==> src/rtl/muldiv_unit.sv <==
// Iterative MULT/MULTU/DIV/DIVU unit that owns the architectural HI/LO registers.
// Each op does 32 one-bit iterations plus one sign-fix/writeback cycle.
`timescale 1ns/1ps
module muldiv_unit #(
  parameter int WIDTH = 32,
  parameter int CNT_W = 6
) (
  input  logic             clk,
  input  logic             rst,
  input  logic             start,
  input  logic [1:0]       op,
  input  logic [WIDTH-1:0] A,
  input  logic [WIDTH-1:0] B,
  input  logic             cancel,
  input  logic             hi_we,
  input  logic             lo_we,
  input  logic [WIDTH-1:0] wdata,
  output logic             busy,
  output logic             done,
  output logic [WIDTH-1:0] hi,
  output logic [WIDTH-1:0] lo
);

  typedef enum logic [1:0] {S_IDLE, S_RUN, S_FINISH} state_t;

  // Per-op context latched at launch: result signs and the divide-by-zero flag.
  typedef struct packed {
    logic is_div;
    logic neg_lo;
    logic neg_hi;
    logic dz;
  } ctx_t;

  state_t             state, state_nx;
  logic [CNT_W-1:0]   cnt;
  logic [2*WIDTH-1:0] acc;
  logic [WIDTH-1:0]   opb;
  ctx_t               ctx;

  logic               accept, sa, sb;
  logic [WIDTH-1:0]   mag_a, mag_b;
  logic [WIDTH:0]     msum, rsh, diff;
  logic               ge;
  logic [2*WIDTH-1:0] step, prod;
  logic [WIDTH-1:0]   res_hi, res_lo;

  assign accept = (state == S_IDLE) && start && !cancel;
  assign sa     = ~op[0] & A[WIDTH-1];
  assign sb     = ~op[0] & B[WIDTH-1];
  assign mag_a  = sa ? -A : A;
  assign mag_b  = sb ? -B : B;
  assign busy   = (state != S_IDLE);

  always_comb begin
    state_nx = state;
    case (state)
      S_IDLE:   if (accept) state_nx = S_RUN;
      S_RUN:    if (cancel) state_nx = S_IDLE;
                else if (cnt == CNT_W'(WIDTH-1)) state_nx = S_FINISH;
      S_FINISH: state_nx = S_IDLE;
      default:  state_nx = S_IDLE;
    endcase
  end

  // One iteration: acc is {partial product, multiplier} for multiply and
  // {remainder, dividend/quotient} for divide.
  always_comb begin
    msum = {1'b0, acc[2*WIDTH-1:WIDTH]} + (acc[0] ? {1'b0, opb} : '0);
    rsh  = acc[2*WIDTH-1:WIDTH-1];
    ge   = (rsh >= {1'b0, opb});
    diff = rsh - {1'b0, opb};
    step = {msum, acc[WIDTH-1:1]};
    if (ctx.is_div)
      step = ge ? {diff[WIDTH-1:0], acc[WIDTH-2:0], 1'b1}
                : {rsh[WIDTH-1:0],  acc[WIDTH-2:0], 1'b0};
  end

  // Sign correction; a zero divisor forces an all-ones quotient regardless of sign.
  always_comb begin
    prod   = ctx.neg_lo ? -acc : acc;
    res_hi = prod[2*WIDTH-1:WIDTH];
    res_lo = prod[WIDTH-1:0];
    if (ctx.is_div) begin
      res_lo = ctx.dz ? '1 : (ctx.neg_lo ? -acc[WIDTH-1:0] : acc[WIDTH-1:0]);
      res_hi = ctx.neg_hi ? -acc[2*WIDTH-1:WIDTH] : acc[2*WIDTH-1:WIDTH];
    end
  end

  always_ff @(posedge clk or posedge rst) begin
    if (rst) begin
      state <= S_IDLE;
      cnt   <= '0;
      acc   <= '0;
      opb   <= '0;
      ctx   <= '0;
      done  <= 1'b0;
      hi    <= '0;
      lo    <= '0;
    end else begin
      state <= state_nx;
      done  <= (state == S_FINISH) && !cancel;
      case (state)
        S_IDLE: begin
          if (accept) begin
            cnt        <= '0;
            acc        <= {{WIDTH{1'b0}}, op[1] ? mag_a : mag_b};
            opb        <= op[1] ? mag_b : mag_a;
            ctx.is_div <= op[1];
            ctx.neg_lo <= sa ^ sb;
            ctx.neg_hi <= sa;
            ctx.dz     <= (B == '0);
          end else if (!start) begin
            if (hi_we) hi <= wdata;
            if (lo_we) lo <= wdata;
          end
        end
        S_RUN: begin
          acc <= step;
          cnt <= cnt + 1'b1;
        end
        S_FINISH: begin
          if (!cancel) begin
            hi <= res_hi;
            lo <= res_lo;
          end
        end
        default: ;
      endcase
    end
  end

endmodule

==> config.mk <==
export PLATFORM = sky130hd
export DESIGN_NAME = muldiv_unit
export DESIGN_NICKNAME = d
export VERILOG_FILES = /design/src/rtl/muldiv_unit.sv
export SDC_FILE = /design/constraint.sdc
export NUM_CORES = 1
export LEC_CHECK = 0
export ABC_AREA = 0
export CORE_UTILIZATION = 50
export CTS_CLUSTER_DIAMETER = 60
export CTS_CLUSTER_SIZE = 14
export DETAILED_ROUTE_END_ITERATION = 16
export PLACE_DENSITY = 0.81
export SLEW_MARGIN = 20
export SYNTH_ARGS = -nofsm -noshare
export SYNTH_HDL_FRONTEND = slang
export SYNTH_SLANG_ARGS = --single-unit
==> constraint.sdc <==
create_clock -name clk -period 15.6 [get_ports clk]
set_clock_uncertainty 0.1 [all_clocks]
set_input_delay 2.34 -clock clk [delete_from_list [all_inputs] [get_ports clk]]
set_output_delay 2.34 -clock clk [all_outputs]
set_load 0.03 [all_outputs]
==> flow_summary_export.csv, run 1 <==
group,metric,value,unit
detailed_routing,num_vias,14984,
global_routing,grt_max_degree,105,
critical_path,cp-start-kind,"input port",
job,cap_violations,0,
detailed_routing,first_pass_iters,6,
timing,period_needed,5.343,ns
placed_design,port_buffers,169,
critical_path,required,15.81,ns
global_routing,grt_pass1_vias,13963,
timing,fin_setup_tns,0,ns
clock_tree,clock_path_buffers,2,
timing,whs,0.3801,ns
clock_tree,path_clk_slew,0.08,ns
synth,yosysSeqAreaShare,29.23,%
synth,synth_edf_count,0,
floorplan,rows,62,
synth,syn_avg_cell_area,7.788,sq um
pwr,power_leakage,0.007137,uW
placed_design,dp.cells,2346,
clock_tree,cts-htree-levels,4,
critical_path,rr_worst_depth,12,
clock_tree,cts_tree,"built",
pwr,p_total,2858,uW
critical_path,end_kind,"flop",
clock_tree,cts_buffers,17,
timing,tightest_slew,1.060,ns
timing,worst_slack,10.26,ns
placed_design,gp_congestion,1.004,
synth,synth_area,14810,sq um
critical_path,crit_fanout,5,
timing,finalCritPeriodShare,34.25,%
finish,layout.cells.non_filler,2378,
placed_design,place_hpwl,37520,um
detailed_routing,detail-route-antenna-nets,0,
floorplan,fp.dieH,174.1,um
finish,diodes,0,
finish,finish.net_count,2156,
clock_tree,post_cts_resized,0,
timing,slew_headroom,29.15,%
placed_design,pre_cts_slack,9.862,ns
synth,synth_top_area_share,29.23,%
timing,slew_violations,0,
detailed_routing,via_per_inst,6.301,
clock_tree,clk_latency,0.45,ns
clock_tree,numClockSinks,173,
synth,synth-seq-cells,173,
clock_tree,hold_buffers,0,
synth,syn_inst,1902,
detailed_routing,drc,0,
finish,drive_above_1_share,4.062,%
synth,synthArstFlopShare,100.0,%
synth,synthDistinctLibCells,80,
floorplan,dieArea,30320,sq um
synth,synth_warnings,0,
clock_tree,cts_root_buffer,"clkbuf_16",
synth,yosys-top-cells-area,"dfrtp_1 (29%), xnor2_1 (6.7%), o21ai_0 (6.6%), ha_1 (5.8%), nand2_1 (5.5%)",
synth,synth_common_cells,"nand2_1 (219), o21ai_0 (195), nor2_1 (187)",
run_status,status,"completed",
global_routing,grt_overflow_total,0,
detailed_routing,drt_iter0_drc,1812,
floorplan,io_pins,170,
pwr,peakVddDrop,0.1003,mV
synth,yosysTopAreaCell,"dfrtp_1",
hold_path,holdPathStages,2,
critical_path,crit_type,"input port to flop",
finish,syn_to_final_growth,16.39,%
synth,synthFlopType,"dfrtp_1",
floorplan,start_util,51.19,%
global_routing,antenna_found_initial,1,
synth,synth_fp_nets,2077,
floorplan,die_x,174.1,um
timing,max_clock_freq,0.1872,GHz
global_routing,grt_pass1_wl,76970,um
detailed_routing,wl,49520,um
global_routing,track_usage,32.34,%
hold_path,hold_path_class,"flop to flop",
timing,rsz0062_at_grt,"no",
timing,final-hold-violation-count,0,
synth,yosysMostFrequentCell,"nand2_1",
pwr,power-per-cell-area,165.8,nW/um^2
clock_tree,postCtsSetupRepairBufs,0,
floorplan,coreArea,28940,sq um
detailed_routing,routedWlPerCell,20.82,um
critical_path,cp.arrival,5.56,ns
timing,setup_viol,0,
## placed cells by master, fill, tap and decap left out, types with 11 or more instances in the layout
cell / instances
dfrtp_1: 172
mux2i_1: 49
clkdlybuf4s50_1: 168
or3_1: 20
xor2_1: 59
a21o_1: 32
nor2_1: 185
nor3_1: 28
nor2b_1: 13
nand2_1: 219
a22oi_1: 13
or4_1: 11
a21oi_1: 158
nor4_1: 13
o22ai_1: 34
nand3_1: 28
xnor2_1: 114
a211oi_1: 47
inv_1: 60
o31ai_1: 33
ha_1: 69
buf_4: 14
clkbuf_16: 17
a31oi_1: 18
nand2b_1: 18
o21ai_0: 195
o211ai_1: 33
## power by group
part / total (uW) / internal (uW) / switching (uW)
clock: 444 / 217 / 227
combinational: 1620 / 656 / 963
sequential: 795 / 568 / 227
## layout make-up
type                    instances  area (sq um)
clock buffers                  17         425.4
repair buffers                183          1792
fillers                      2601         11690
clock inverters                15         168.9
multi-input cells            1544          9807
well taps                     384         480.5
flip-flops and latches        173          4330
inverters                      62         237.7
## logic make-up after synthesis
logic type,share of synthesized area (%)
AOI/OAI and AO/OA,27.82
and+or+nand+nor,18.35
buffers and inverters,4.815
xor gates and xnor gates,10.23
DFF,29.23
adders and majority gates,6.099
muxes,3.463
## metrics by stage
step                area, sq um  utilization (%)
floorplan                 14810                -
global placement          16640            57.51
detailed placement        16640            57.52
CTS                       17240            59.57
global route              17240            59.59
finish                    17240            59.59
## layer usage
| metal | up-vias | wire [um] | global-route usage, % |
|---|---|---|---|
| li1 | 7023 | - | - |
| met1 | 7069 | 21170 | 43.98 |
| met2 | 778 | 21870 | 50.73 |
| met3 | 114 | 4404 | 5.731 |
| met4 | 0 | 2069 | 13.23 |
| met5 | - | 0 | 0 |
## state kept, by name, summed over array words and instances, names as in the netlist
name,count
cnt,6
ctx,4
hi,32
done,1
lo,32
state,2
acc,64
opb,32
## critical path, stage by stage
cell and delay (ns):
clkdlybuf4s50_1 0.47, or4_1 0.57, or3_1 0.38, or4_1 0.56, nor4_1 0.53, a21oi_1 0.16, xnor2_1 0.21, nand2_1 0.07
o211ai_1 0.13, o211ai_1 0.12
## final timing paths
check | start | end | slack [ns]
hold reg to reg | lo[23] | lo[23] | 0.38
min in group asynchronous | rst | acc[8] | 2.20
setup reg to reg | acc[0] | acc[62] | 10.79
hold / removal | lo[23] | lo[23] | 0.38
setup / recovery | B[11] | acc[29] | 10.26
max in group asynchronous | rst | hi[11] | 11.96
(Power assumes the default switching activity.)
==> run 2: changes to the inputs <==
- PLACE_DENSITY: 0.81 -> 0.84
- clock period: 15.6 -> 4.55 ns (I/O delays scaled with it)
==> flow_summary_export.csv, run 2 (same netlist as run 1, synthesis figures left out) <==
group,metric,value,unit
global_routing,met2_usage,50.30,%
clock_tree,cts_buffers,17,
finish,most-common-layout-cells,"nand2_1 (219), o21ai_0 (195), nor2_1 (185)",
placed_design,gp_congestion,1.042,
placed_design,dp.cells,2356,
detailed_routing,drt_iter0_drc,1855,
critical_path,end_kind,"flop",
global_routing,grt_pass1_wl,76480,um
hold_path,whs_endpoint,"lo[18]",
clock_tree,clock_path_buffers,2,
global_routing,grt_pass1_vias,13835,
timing,worst_slack,0.5327,ns
clock_tree,cts_tree,"built",
critical_path,rr_startpoint,"acc[0]",
hold_path,holdPathStages,2,
global_routing,track_usage,32.31,%
global_routing,grt.met3_usage,5.752,%
finish,finish.net_count,2166,
pwr,switching_share,49.49,%
clock_tree,clk_latency,0.46,ns
pwr,comb_power_share,57.3,%
critical_path,max_stage_delay,0.46,ns
timing,final-hold-violation-count,0,
detailed_routing,num_vias,15190,
pwr,power-per-cell-area,569.6,nW/um^2
detailed_routing,wl,49550,um
critical_path,required,4.82,ns
timing,fin_setup_tns,0,ns
detailed_routing,detail-route-antenna-nets,0,
timing,setup_viol,0,
critical_path,reg2reg_slack,0.53,ns
global_routing,top_usage_layer,"met2",
critical_path,rr_worst_depth,13,
clock_tree,postCtsSetupRepairBufs,0,
global_routing,gr-usage-met1,44.43,%
finish,largest_register,"acc",
floorplan,rows,62,
critical_path,cp-start-kind,"flop",
run_status,status,"completed",
floorplan,die_x,174.1,um
critical_path,cpMaxStageDelayCell,"dfrtp_1",
finish,final_common_cell,"nand2_1",
global_routing,antenna_found_initial,0,
clock_tree,hold_buffers,0,
detailed_routing,first_pass_iters,8,
pwr,switchingPower,4889,uW
finish,layout.cells.non_filler,2388,
global_routing,grt_overflow_total,0,
placed_design,place_hpwl,37550,um
hold_path,min_from,"lo[18]",
detailed_routing,routedWlPerCell,20.75,um
clock_tree,cts-htree-levels,4,
floorplan,dieArea,30320,sq um
detailed_routing,drc,0,
floorplan,fp.dieH,174.1,um
timing,period_needed,4.017,ns
timing,slew_headroom,30.50,%
pwr,p_int,4990,uW
timing,slew_violations,0,
placed_design,port_buffers,169,
timing,finalCritPeriodShare,88.29,%
clock_tree,numClockSinks,173,
clock_tree,cts_root_buffer,"clkbuf_16",
floorplan,io_pins,170,
timing,rsz0062_at_grt,"no",
floorplan,coreArea,28940,sq um
critical_path,path_cells,"inv_1, buf_4, buf_4, nor2_1, ha_1, a21oi_1, nand2_1, a2111o_1, a21boi_0, nor2_1, o221ai_1, mux2_2, o31ai_1",
detailed_routing,via_per_inst,6.361,
clock_tree,path_clk_slew,0.08,ns
timing,max_clock_freq,0.2489,GHz
finish,diodes,0,
pwr,power_leakage,0.007185,uW
global_routing,grt_max_degree,174,
timing,tightest_slew,1.040,ns
critical_path,crit_type,"flop to flop",
pwr,seq_power_share,27.3,%
hold_path,hold_path_class,"flop to flop",
finish,largest_reg_flops,64,
floorplan,start_util,51.19,%
job,cap_violations,0,
finish,syn_to_final_growth,17.07,%
finish,drive_above_1_share,4.441,%
pwr,peakVddDrop,0.4231,mV
clock_tree,post_cts_resized,0,
placed_design,pre_cts_slack,0.4253,ns
placed_design,placed_area,16740,sq um
pwr,clkPwrFrac,15.4,%
finish,final_area,17340,sq um
critical_path,cp.arrival,4.29,ns
critical_path,reg2reg_to,"acc[62]",
critical_path,crit_fanout,16,
run 2: cell types whose count changed in the layout (fill, tap and decap cells not counted), sizes merged:
cell,before,now
buf,15,25
clkinv,6,5
clkinvlp,1,4
inv,70,68
run 2: final cells by class:
cell class                      count  area (sq um)
Multi-Input combinational cell   1544          9802
Clock inverter                     15         175.2
Tap cell                          384         480.5
Timing Repair Buffer              193          1892
Sequential cell                   173          4330
Clock buffer                       17         425.4
Inverter                           62         236.5
Fill cell                        2535         11590
run 2: layer usage:
layer	routed length, um	vias to the layer above
met4	1737	0
li1	-	7046
met2	22040	756
met3	4428	107
met5	0	-
met1	21340	7281
run 2: metrics by stage:
step | hold WS [ns] | utilization (%) | total power (uW)
floorplan | 0.3484 | - | 6473
global placement | 0.3609 | 57.85 | 8102
detailed placement | 0.3704 | 57.86 | 8210
CTS | 0.3864 | 59.93 | 9725
global route | 0.4050 | 59.93 | 10470
finish | 0.3823 | 59.93 | 9878
run 2: worst max path at each step:
stage                      start       to  slack (ns)  depth (start not counted)
final                     acc[0]  acc[62]        0.53                         13
after global routing      acc[0]  acc[62]        0.24                         13
after CTS                 acc[0]  acc[62]        0.62                         13
after detailed placement   B[11]  acc[31]        0.43                         10
after global placement     B[11]  acc[29]        0.46                         10
after floorplan           acc[0]  acc[62]        1.21                         13
run 2: critical path: cells and delay by family, from the launching register on:
family                   cells  cell delay, ns
AO/OA/AOI/OAI                5            1.51
buffers and inverters        3            0.83
flip-flops                   1            0.46
multiplexers                 1            0.36
adder cells (fa/ha/maj)      1            0.33
AND/OR/NAND/NOR              3            0.31
run 2: power by group through the flow:
| stage | clock (uW) | combinational [uW] | sequential (uW) |
|---|---|---|---|
| finish | 1520 | 5660 | 2700 |
| global route | 1580 | 6150 | 2740 |
| CTS | 1520 | 5550 | 2660 |
| detailed placement | 0 | 5520 | 2690 |
| global placement | 0 | 5430 | 2670 |
| floorplan | 0 | 3900 | 2580 |
